File: src/rtl/bitgen_palette_if.sv
`default_nettype none
// ============================================================================
// Module   : bitgen_palette_if
// Brief    : Pixel/attribute, palette-write and colour-out bundle for
//            bitgen_palette (master = glyph fetch / CPU side, slave = generator).
// Revision : 1.0
// ============================================================================
interface bitgen_palette_if #(
    parameter int COLOR_W = 24,
    parameter int IDX_W   = 4
);
    logic               vga_blank_n;
    logic               vga_vsync_n;
    logic               pixel_en;
    logic [IDX_W-1:0]   fg_idx;
    logic [IDX_W-1:0]   bg_idx;
    logic               blink_attr;
    logic               pal_we;
    logic [IDX_W-1:0]   pal_waddr;
    logic [COLOR_W-1:0] pal_wdata;
    logic [COLOR_W-1:0] rgb;
    logic               blank_n_out;

    modport master (
        output vga_blank_n, vga_vsync_n, pixel_en, fg_idx, bg_idx, blink_attr,
        output pal_we, pal_waddr, pal_wdata,
        input  rgb, blank_n_out
    );

    modport slave (
        input  vga_blank_n, vga_vsync_n, pixel_en, fg_idx, bg_idx, blink_attr,
        input  pal_we, pal_waddr, pal_wdata,
        output rgb, blank_n_out
    );
endinterface
`default_nettype wire

File: src/rtl/bitgen_palette.sv
`default_nettype none
// ============================================================================
// Module   : bitgen_palette
// Brief    : Two-stage palette-indexed pixel colour generator with keyed
//            transparency; optional frame-counter blink via BITGEN_BLINK_EN.
// Revision : 1.0
// ============================================================================
module bitgen_palette #(
    parameter int                 COLOR_W   = 24,
    parameter int                 PAL_DEPTH = 16,
    parameter int                 IDX_W     = 4,
    parameter logic [COLOR_W-1:0] KEY_COLOR = 24'h000000,
    parameter int                 BLINK_DIV = 5
) (
    input  wire logic           clk,
    input  wire logic           reset,
    bitgen_palette_if.slave     bus
);

    logic               r_blank_s1;
    logic               r_pix_s1;
    logic [IDX_W-1:0]   r_fg_s1;
    logic [IDX_W-1:0]   r_bg_s1;
    logic [COLOR_W-1:0] r_pal [PAL_DEPTH];
    logic [COLOR_W-1:0] w_fgc;
    logic [COLOR_W-1:0] w_bgc;
    logic               w_suppress;
    logic [COLOR_W-1:0] r_rgb;
    logic               r_blank_out;

    always_ff @(posedge clk or posedge reset) begin
        if (reset) begin
            r_blank_s1 <= 1'b0;
            r_pix_s1   <= 1'b0;
            r_fg_s1    <= '0;
            r_bg_s1    <= '0;
        end else begin
            r_blank_s1 <= bus.vga_blank_n;
            r_pix_s1   <= bus.pixel_en;
            r_fg_s1    <= bus.fg_idx;
            r_bg_s1    <= bus.bg_idx;
        end
    end

    // Addresses at or beyond PAL_DEPTH match no entry, so such writes are dropped.
    generate
        for (genvar i = 0; i < PAL_DEPTH; i++) begin : g_pal
            localparam logic [COLOR_W-1:0] c_init = (i == 1) ? '1 : '0;
            always_ff @(posedge clk or posedge reset) begin
                if (reset) begin
                    r_pal[i] <= c_init;
                end else if (bus.pal_we && (bus.pal_waddr == IDX_W'(i))) begin
                    r_pal[i] <= bus.pal_wdata;
                end
            end
        end
    endgenerate

    // Out-of-range indices fall through to entry 0.
    always_comb begin
        w_fgc = r_pal[0];
        w_bgc = r_pal[0];
        for (int i = 1; i < PAL_DEPTH; i++) begin
            if (r_fg_s1 == IDX_W'(i)) w_fgc = r_pal[i];
            if (r_bg_s1 == IDX_W'(i)) w_bgc = r_pal[i];
        end
    end

`ifdef BITGEN_BLINK_EN
    logic                 r_vsync_prev;
    logic [BLINK_DIV-1:0] r_frame_cnt;
    logic                 r_blink_s1;

    always_ff @(posedge clk or posedge reset) begin
        if (reset) begin
            r_vsync_prev <= 1'b1;
            r_frame_cnt  <= '0;
            r_blink_s1   <= 1'b0;
        end else begin
            r_vsync_prev <= bus.vga_vsync_n;
            r_blink_s1   <= bus.blink_attr;
            if (r_vsync_prev && !bus.vga_vsync_n) begin
                r_frame_cnt <= r_frame_cnt + 1'b1;
            end
        end
    end

    assign w_suppress = r_blink_s1 & r_frame_cnt[BLINK_DIV-1];
`else
    wire w_unused_blink = bus.vga_vsync_n ^ bus.blink_attr;
    assign w_suppress = 1'b0;
`endif

    always_ff @(posedge clk or posedge reset) begin
        if (reset) begin
            r_rgb       <= '0;
            r_blank_out <= 1'b0;
        end else begin
            r_blank_out <= r_blank_s1;
            if (!r_blank_s1) begin
                r_rgb <= '0;
            end else if (!r_pix_s1 || (w_fgc == KEY_COLOR) || w_suppress) begin
                r_rgb <= w_bgc;
            end else begin
                r_rgb <= w_fgc;
            end
        end
    end

    assign bus.rgb         = r_rgb;
    assign bus.blank_n_out = r_blank_out;

endmodule
`default_nettype wire

File: src/flat_wrapper.sv
// flat-port wrapper written by rule: the top's interface ports become plain ports
module bitgen_palette_flat 
#(
    parameter int                 COLOR_W   = 24,
    parameter int                 PAL_DEPTH = 16,
    parameter int                 IDX_W     = 4,
    parameter logic [COLOR_W-1:0] KEY_COLOR = 24'h000000,
    parameter int                 BLINK_DIV = 5
)
  (clk, reset, bus_vga_blank_n, bus_vga_vsync_n, bus_pixel_en, bus_fg_idx, bus_bg_idx, bus_blink_attr, bus_pal_we, bus_pal_waddr, bus_pal_wdata, bus_rgb, bus_blank_n_out);
  bitgen_palette_if #(.COLOR_W(COLOR_W), .IDX_W(IDX_W)) bus_i ();
  input  wire logic clk;
  input  wire logic reset;
  input wire logic [$bits(bus_i.vga_blank_n)-1:0] bus_vga_blank_n;
  input wire logic [$bits(bus_i.vga_vsync_n)-1:0] bus_vga_vsync_n;
  input wire logic [$bits(bus_i.pixel_en)-1:0] bus_pixel_en;
  input wire logic [$bits(bus_i.fg_idx)-1:0] bus_fg_idx;
  input wire logic [$bits(bus_i.bg_idx)-1:0] bus_bg_idx;
  input wire logic [$bits(bus_i.blink_attr)-1:0] bus_blink_attr;
  input wire logic [$bits(bus_i.pal_we)-1:0] bus_pal_we;
  input wire logic [$bits(bus_i.pal_waddr)-1:0] bus_pal_waddr;
  input wire logic [$bits(bus_i.pal_wdata)-1:0] bus_pal_wdata;
  output wire logic [$bits(bus_i.rgb)-1:0] bus_rgb;
  output wire logic [$bits(bus_i.blank_n_out)-1:0] bus_blank_n_out;
  assign bus_i.vga_blank_n = bus_vga_blank_n;
  assign bus_i.vga_vsync_n = bus_vga_vsync_n;
  assign bus_i.pixel_en = bus_pixel_en;
  assign bus_i.fg_idx = bus_fg_idx;
  assign bus_i.bg_idx = bus_bg_idx;
  assign bus_i.blink_attr = bus_blink_attr;
  assign bus_i.pal_we = bus_pal_we;
  assign bus_i.pal_waddr = bus_pal_waddr;
  assign bus_i.pal_wdata = bus_pal_wdata;
  assign bus_rgb = bus_i.rgb;
  assign bus_blank_n_out = bus_i.blank_n_out;
  bitgen_palette #(.COLOR_W(COLOR_W), .PAL_DEPTH(PAL_DEPTH), .IDX_W(IDX_W), .KEY_COLOR(KEY_COLOR), .BLINK_DIV(BLINK_DIV)) u_core (.clk(clk), .reset(reset), .bus(bus_i));
endmodule
File: config.mk
export PLATFORM = sky130hd
export DESIGN_NAME = bitgen_palette_flat
export DESIGN_NICKNAME = d
export VERILOG_FILES = /design/src/rtl/bitgen_palette_if.sv /design/src/rtl/bitgen_palette.sv /design/src/flat_wrapper.sv
export SDC_FILE = /design/constraint.sdc
export NUM_CORES = 1
export LEC_CHECK = 0
export ABC_AREA = 1
export BUFFER_PORTS_ARGS = -buffer_cell sky130_fd_sc_hd__buf_4
export CELL_PAD_IN_SITES_DETAIL_PLACEMENT = 1
export CELL_PAD_IN_SITES_GLOBAL_PLACEMENT = 2
export CORE_MARGIN = 4
export CORE_UTILIZATION = 36
export CTS_CLUSTER_DIAMETER = 120
export DETAILED_ROUTE_END_ITERATION = 8
export HOLD_SLACK_MARGIN = 0.03
export PLACE_DENSITY = 0.77
export SYNTH_ARGS = -nofsm -noshare
export SYNTH_HDL_FRONTEND = slang
export SYNTH_SLANG_ARGS = --single-unit
File: constraint.sdc
create_clock -name clk -period 16.95 [get_ports clk]
set_clock_uncertainty 0.2 [all_clocks]
set_input_delay 1.695 -clock clk [delete_from_list [all_inputs] [get_ports clk]]
set_output_delay 1.695 -clock clk [all_outputs]
set_load 0.005 [all_outputs]
==> results.txt, run 1 <==
The multi-input combinational cell area is 0.0110 mm2. The startpoint of the most critical register-to-register path is u_core.r_fg_s1[1]$_DFF_PP0_. The number of nets in the synthesized netlist is 3454. The run finished with clean final reports.

After clock tree synthesis, the setup repair step added 0 buffers. The critical path's largest stage delay is 0.74 ns. The buffer levels on the longest clock path came out at 3.

The post-synthesis cell count came out at 3411. The core region is 0.0646 mm2. The sequential cell area fraction in the yosys report is 44.6%. The worst pin sits at a relative slew slack of 22.8%.

The maximum vdd drop came out at 0.0000690 V. The share of cell area taken by muxes after synthesis is 0.0425%. In the final design database the tool counted 3395 nets. In this run the core area contains 93 standard-cell rows.

The measured slew at the worst slew-check pin came out at 1.16 ns. In the final routed layout, each cell accounts on average for 21.5 um. The number of endpoints with negative hold slack in the final report was 0.

The global-route wire length before repair is 143000 um. The starting utilization of the core area is 36.5%. The leakage power is 12.9 nW. In this run the mean area of a mapped cell was 6.91 um2.

Hold timing on the final database bottoms out at a slack of 0.281 ns. STA classifies the critical path startpoint as a flop. Global routing finished with a remaining overflow of 0.

The via count is 23067. Data on the critical path arrives at its endpoint at 6.26 ns. STA classifies the critical path endpoint as a flop. The number of global-route vias before repair came out at 24517.

In this run the worst setup path begins at u_core.r_fg_s1[1]$_DFF_PP0_. The worst reg-to-reg path cell count came out at 25. The final routed DRC violation total came out at 0.

Derived from the worst setup path, the maximum achievable clock frequency is 166 MHz. The layout-stage area growth over the synthesis result came out at 12.6%. In the detailed route, the total length drawn on met3 is 3430 um. Sorting the synthesized cells by area gives the leading types as sky130_fd_sc_hd__dfrtp_1, sky130_fd_sc_hd__nand2_1, sky130_fd_sc_hd__o21ai_0, sky130_fd_sc_hd__nand3_1, sky130_fd_sc_hd__inv_1. The total power per unit cell area came out at 120 mW/mm2.

The area fraction in compound gates after synthesis is 18.1%. The placed instance area is 0.0247 mm2. The path class of the lowest-slack min-delay path is reg2reg. The count of hold buffers inserted by post-cts repair is 0. After detailed routing, the number of vias per cell comes to 5.42. The uppermost layer routed is met5. The most critical setup path has its endpoint at u_core.bus.rgb[3]$_DFF_PP0_. The placed wire-length estimate is 61200 um. The remaining antenna violation count came out at 0.

The mapped cell area came out at 0.0236 mm2. The wire length on met2 came out at 43700 um. The final core area utilization came out at 41.1%. Summed over all failing endpoints, the final setup total negative slack is 0 ns. The die covers 0.0696 mm2. The post-synthesis adder-cell area fraction came out at 0%. The pre-antenna-repair detailed-routing pass consisted of 5 iterations.

The max-capacitance violation count came out at 0. The number of setup violations in the final report is 0. The biggest area contributor in the post-synthesis netlist is sky130_fd_sc_hd__dfrtp_1. The die is 264 um tall. For this design, the slowest cell found on the critical path is sky130_fd_sc_hd__inv_1. 68 I/O pins were placed. The pin count of the biggest net entering global routing came out at 157. The number of max-slew violations in the final report is 0. The minimum setup slack among reg-to-reg paths is 10.93 ns. OpenSTA, run right after detailed placement, puts the worst setup slack at 11.13 ns.

Fill cells in the final layout number 8150. The total wirelength of the detailed-routed design came out at 91400 um. The post-synthesis cell type count is 35. The number of warnings printed during yosys synthesis is 0. The startpoint identified for the worst hold timing path is u_core.r_pal[171]$_DFFE_PP0P_. The footprint of the flip-flops and latches came out at 0.0105 mm2. The die is 264 um wide. The shortest clock period the worst path allows after layout is 6.02 ns. By instance count, the cell type seen most on the critical path is sky130_fd_sc_hd__nand2_1. The count of input and output buffers is 65. The ratio of final minimum period to clock period is 35.5%. The number of antenna violations at the first check in global routing is 4. The area share of the leading cell type in the synthesized netlist came out at 41.9%. Synthesis inferred 419 register bits. The final setup slack of the worst path came out at 10.93 ns. The depth of the CTS H-tree came out at 2. The final non-filler cell area is 0.0266 mm2.

The combined global-route utilization of all metal layers came out at 25.8%. Leaving out filler cells and counting taps, the final layout contains 4252. The destination of the worst register-to-register timing path is u_core.bus.rgb[3]$_DFF_PP0_. The critical path is of the reg2reg type. The number of gates resized after CTS was 0. Routability-driven placement finished with a final weighted congestion of 0.835. At the later pin of the worst-skew pair, clock insertion delay measures 0.61 ns. The clock net in this run drives a total of 419 sinks. Of the cells placed in the final design, the portion with a size suffix greater than 1 is 9.86%.

By area, the combinational part of the netlist is dominated by simple AND/OR/NAND/NOR gates. Setup repair after global routing left no endpoint under its margin. The routed length on met1 came out at 41500 um. The DRC violation total after the first TritonRoute iteration came out at 1392. The synthesized netlist devotes 28.4% of its cell area to simple gates. The maximum fanout count along the critical path came out at 29.

The clock transition at the registers of the reported paths is 0.06 ns. The number of buffers inserted during clock tree synthesis is 53. Clock tree synthesis selected as its root buffer the cell sky130_fd_sc_hd__clkbuf_16. The clock tree from TritonCTS is yes. The data required time of the critical path is 17.19 ns. Power comes to 3.18 mW.

The instance count after placement with tap cells included is 4152. The xor-xnor portion of the synthesized cell area came out at 0%.
[worst min path at each step]
stage | endpoint | slack (ns) | cells after the start
floorplan | u_core.bus.blank_n_out$_DFF_PP0_ | 0.25 | 0
global placement | u_core.r_pal[280]$_DFFE_PP0P_ | 0.27 | 2
detailed placement | u_core.r_pal[171]$_DFFE_PP0P_ | 0.27 | 2
CTS | u_core.r_pal[228]$_DFFE_PP0P_ | 0.29 | 2
global route | u_core.r_pal[70]$_DFFE_PP0P_ | 0.30 | 2
finish | u_core.r_pal[171]$_DFFE_PP0P_ | 0.28 | 2
[kinds of logic after synthesis]
logic type	Yosys count
flip-flops	419
multiplexers	1
AO/OA/AOI/OAI	814
buffers and inverters	539
AND/OR/NAND/NOR	1638
[power by group]
| part | internal (mW) | switching, mW | total, mW | leakage, nW |
|---|---|---|---|---|
| Combinational | 0.210 | 0.400 | 0.610 | 6.74 |
| Clock | 0.746 | 0.471 | 1.22 | 0.908 |
| Sequential | 1.21 | 0.139 | 1.35 | 5.22 |
[Yosys cell counts, drive strengths merged]
library cell and instances:
o21ai 556, a31oi 8, o211ai 34, nor2 180, a21oi 203, o21a 1, clkbuf 208, dfrtp 395
nand3 264, a21boi 3, o21bai 8, dfstp 24, inv 295, nand3b 1, nor3 1, nand2 1135
clkinv 6, o22ai 1, buf 30, mux2i 1, or2 57
[sequential cells by signal, indices dropped and copies added (netlist names)]
signal and count:
u_core.bus.blank_n_out 1, u_core.bus.rgb 24, u_core.r_bg_s1 4, u_core.r_blank_s1 1
u_core.r_fg_s1 4, u_core.r_pal 384, u_core.r_pix_s1 1
[worst max-delay path, delay by kind of cell (launching register included)]
| family | cells | cell delay (ns) |
|---|---|---|
| simple gates | 21 | 3.44 |
| compound gates | 1 | 0.17 |
| flops | 1 | 0.49 |
| buf+inv | 3 | 1.51 |
[metal layers]
| layer | vias up | track usage, % |
|---|---|---|
| li1 | 10812 | - |
| met1 | 11655 | 34.7 |
| met2 | 443 | 43.8 |
| met3 | 155 | 3.00 |
| met4 | 2 | 7.98 |
| met5 | - | 0 |
[final cells by class]
cell class,instances,area share [%]
clock inverters,21,1.17
flip-flops and latches,419,39.6
clock buffers,78,5.77
multi-input cells,2453,41.6
inverters,301,4.28
well taps,855,4.03
diodes,1,0.00942
repair buffers,124,3.55
[layout by cell type, fill, tap and decap left out, drive strengths merged]
cell type	count
o21a	1
o22ai	1
a31oi	8
nand3b	1
inv	296
nor3	1
buf	124
mux2i	1
dfstp	24
or2	57
clkbuf	78
clkinvlp	1
nor2	180
clkinv	17
diode	1
o211ai	34
bufinv	8
nand3	264
dfrtp	395
o21ai	556
a21boi	3
a21oi	203
nand2	1135
o21bai	8
Power figures use the tool's default switching activity.
==> inputs of run 2 (changes only) <==
- CORE_UTILIZATION: 36 -> 33
- PLACE_DENSITY: 0.77 -> 0.74
- clock period: 16.95 -> 4.95 ns (I/O delays scaled with it)
==> run 2 against run 1 <==
  * Count of clock-buffer cells in the layout is 1 higher
  * Combinational power grew to 3.4 times the previous value
  * Largest cell class unchanged
  * Routed wire length is 0.94% higher
  * Core utilization is 2.7 points lower
  * Highest routed layer is now met4
  * Largest power group unchanged
==> results.txt, run 2 (synthesized netlist as in run 1, its figures left out) <==
The combined global-route utilization of all metal layers is 24.5% (-1.3 points). The layout-stage area growth over the synthesis result is 14.8%. The routed via count divided by cell count came out at 5.29 (-2.5%). The worst reg-to-reg path cell count came to 28 (+12%).

STA classifies the critical path startpoint as a flop. The ratio of cells with drive above 1 in the final layout came to 10.2% (+0.35 points). The destination of the worst register-to-register timing path is u_core.bus.rgb[2]$_DFF_PP0_. The multi-input combinational cell area is 0.0110 mm2 (about the same).

The cell at the slowest stage of the critical path is sky130_fd_sc_hd__dfrtp_1. The critical path's largest stage delay was 0.54 ns (-0.20 ns). The top achievable clock speed came to 241 MHz (+45%).

The final weighted congestion in routability-driven placement was 0.819 (-1.9%). The clock transition at the registers of the reported paths came to 0.06 ns (about the same). The final sum of negative setup slack is 0 ns (unchanged). STA classifies the critical path endpoint as a flop. The starting utilization of the core area is 33.5% (-3.0 points). The max-capacitance violation count came out at 0 (unchanged). The global-route wire length before repair was 144000 um (+0.55%). The run finished with clean final reports. The total power per unit cell area is 393 mW/mm2 (+230%). The first-pass iteration count of the detailed router came out at 5 (unchanged). The buffer levels on the longest clock path came out at 3 (unchanged). The area of the placeable core is 0.0704 mm2 (+9.0%).

The placed wire-length estimate came out at 63700 um (+4.0%). The worst relative slew slack is 20.4% (-2.4 points). The flip-flop count of the largest register, all copies and words added is 384 (unchanged). The measured slew at the worst slew-check pin was 1.19 ns (+0.0361 ns).

The number of filler instances in the final layout is 8785 (+7.8%). Leaving out fill and tap cells, the most frequent cell in the layout is sky130_fd_sc_hd__nand2_1. The total clock sinks came to 419 (unchanged). The net total in the final layout came out at 3447 (+1.5%). The number of cell rows came to 97 (+4.3%). The number of antenna violations at the first check in global routing is 1 (-3).

The leakage power came out at 13.1 nW (+1.6%). The die area was 0.0758 mm2 (+8.8%). The top cell types in the final layout, fill and taps aside, are sky130_fd_sc_hd__nand2_1, sky130_fd_sc_hd__o21ai_0, sky130_fd_sc_hd__dfrtp_1. The via count is 23207 (+0.61%). The total power consumption of the routed design came out at 10.6 mW (+230%). The number of setup violations in the final report was 0 (unchanged). The number of global-route vias before repair is 24330 (-0.76%). The cell class contributing the biggest share of worst-path delay is simple AND/OR/NAND/NOR gates. The maximum vdd drop is 0.000255 V (+270%).

The insertion delay of the later-clocked pin in the worst-skew pair was 0.63 ns (+0.02 ns). The count of input and output buffers is 65 (unchanged). In this run the clock root is driven by a sky130_fd_sc_hd__clkbuf_16.

The count of buffers added by post-CTS timing repair for setup came out at 0 (unchanged). The number of endpoints with negative hold slack in the final report came out at 0 (unchanged). Setup repair after global routing left no endpoint under its margin. The ratio of final minimum period to clock period is 83.8% (+48 points). The horizontal extent of the die is 275 um (+4.3%).

The footprint of the flip-flops and latches came out at 0.0105 mm2 (unchanged). The final routed DRC violation total is 0 (unchanged). The critical path arrival was 4.47 ns (-1.79 ns). The average wire per cell in the routed design was 21.0 um (-2.1%). The minimum setup slack among reg-to-reg paths came out at 0.80 ns (-10.13 ns). The most numerous cell type found on the critical path is sky130_fd_sc_hd__nand2_1. The number of max-slew violations in the final report was 0 (unchanged). TritonCTS built the clock tree. The register with the highest flop count is u_core.r_pal. The post-cts sizing count came out at 0 (unchanged).

The DRC violation total after the first TritonRoute iteration is 1763 (+27%). The data required time of the critical path came out at 5.27 ns (-11.92 ns). The depth of the CTS H-tree is 2 (unchanged).

The startpoint of the most critical register-to-register path is u_core.r_fg_s1[1]$_DFF_PP0_. The pin count of the biggest net entering global routing was 155 (-1.3%). The number of top-level pins came out at 68 (unchanged). The final core area utilization is 38.5% (-2.7 points). The shortest clock period the worst path allows after layout came out at 4.15 ns (-1.87 ns). The count of hold buffers inserted by post-cts repair came out at 34 (+34).

The maximum fanout count along the critical path is 33 (+14%). The number of buffers inserted during clock tree synthesis came out at 53 (unchanged). The die height came to 275 um (+4.3%). The min-delay analysis places its worst path in the category in2async. The number of buffer and inverter stages on the critical path came out at 2 (-1). The remaining antenna violation count is 0 (unchanged).

The total wirelength of the detailed-routed design came out at 92200 um (+0.94%). The remaining global-route overflow was 0 (unchanged). The startpoint-to-endpoint class of the critical path is reg2reg.
==> run 2: changes by cell type in the layout (fill, tap and decap cells not counted), moves of 3 or more <==
cell	change
sky130_fd_sc_hd__clkbuf_8	+5
sky130_fd_sc_hd__clkinv_2	+3
sky130_fd_sc_hd__bufinv_16	-6
sky130_fd_sc_hd__dlygate4sd3_1	+34
sky130_fd_sc_hd__buf_12	+6
sky130_fd_sc_hd__buf_4	+12
sky130_fd_sc_hd__clkbuf_1	-3
==> run 2: worst max-delay path by stage <==
stage / slack (ns) / start / cells after the start / end
final: 0.80 / u_core.r_fg_s1[1]$_DFF_PP0_ / 28 / u_core.bus.rgb[2]$_DFF_PP0_
after global placement: 0.80 / u_core.r_fg_s1[0]$_DFF_PP0_ / 29 / u_core.bus.rgb[3]$_DFF_PP0_
after detailed placement: 0.81 / u_core.r_fg_s1[0]$_DFF_PP0_ / 29 / u_core.bus.rgb[2]$_DFF_PP0_
after CTS: 0.77 / u_core.r_fg_s1[0]$_DFF_PP0_ / 29 / u_core.bus.rgb[2]$_DFF_PP0_
after floorplan: -1.38 / reset / 1 / u_core.bus.blank_n_out$_DFF_PP0_
after global routing: 0.37 / u_core.r_fg_s1[0]$_DFF_PP0_ / 29 / u_core.bus.rgb[2]$_DFF_PP0_
==> run 2: power by group <==
part | internal (mW) | leakage (nW) | total [mW] | switching (mW)
combinational | 0.748 | 6.99 | 2.09 | 1.34
clock | 2.27 | 0.857 | 3.89 | 1.61
sequential | 4.14 | 5.22 | 4.65 | 0.509
total | 7.16 | 13.1 | 10.6 | 3.47
==> run 2: worst reg2reg max path, delay by kind of cell (launching register included) <==
| kind | cells | cell delay (ns) |
|---|---|---|
| and+or+nand+nor | 26 | 2.80 |
| DFF | 1 | 0.54 |
| buffers and inverters | 2 | 0.49 |
==> run 2: per-stage QoR <==
step | area (um2) | worst slack, ns | instances | hold WS (ns)
floorplan | 23600 | -1.38 | 3411 | 0.248
global placement | 25000 | 0.803 | 4255 | 0.266
detailed placement | 25000 | 0.814 | 4255 | 0.273
CTS | 27100 | 0.770 | 4385 | 0.252
global route | 27100 | 0.366 | 4385 | 0.287
finish | 27100 | 0.804 | 4386 | 0.278
==> run 2: cell type report <==
| cell class | count | area share (%) |
|---|---|---|
| Multi-Input combinational cell | 2453 | 40.8 |
| Sequential cell | 419 | 38.8 |
| Clock buffer | 79 | 5.78 |
| Timing Repair Buffer | 176 | 5.52 |
| Tap cell | 940 | 4.34 |
| Inverter | 301 | 4.19 |
| Clock inverter | 17 | 0.541 |
| Antenna cell | 1 | 0.00924 |
==> run 2: per-layer routing <==
layer  track usage, %  up-vias  share of wire [%]
met3             3.33      150                4.5
met1             33.9    11662                 46
met5                0        -                  0
met2             40.6      500                 47
met4             6.54        0                2.6
li1                 -    10895                  -
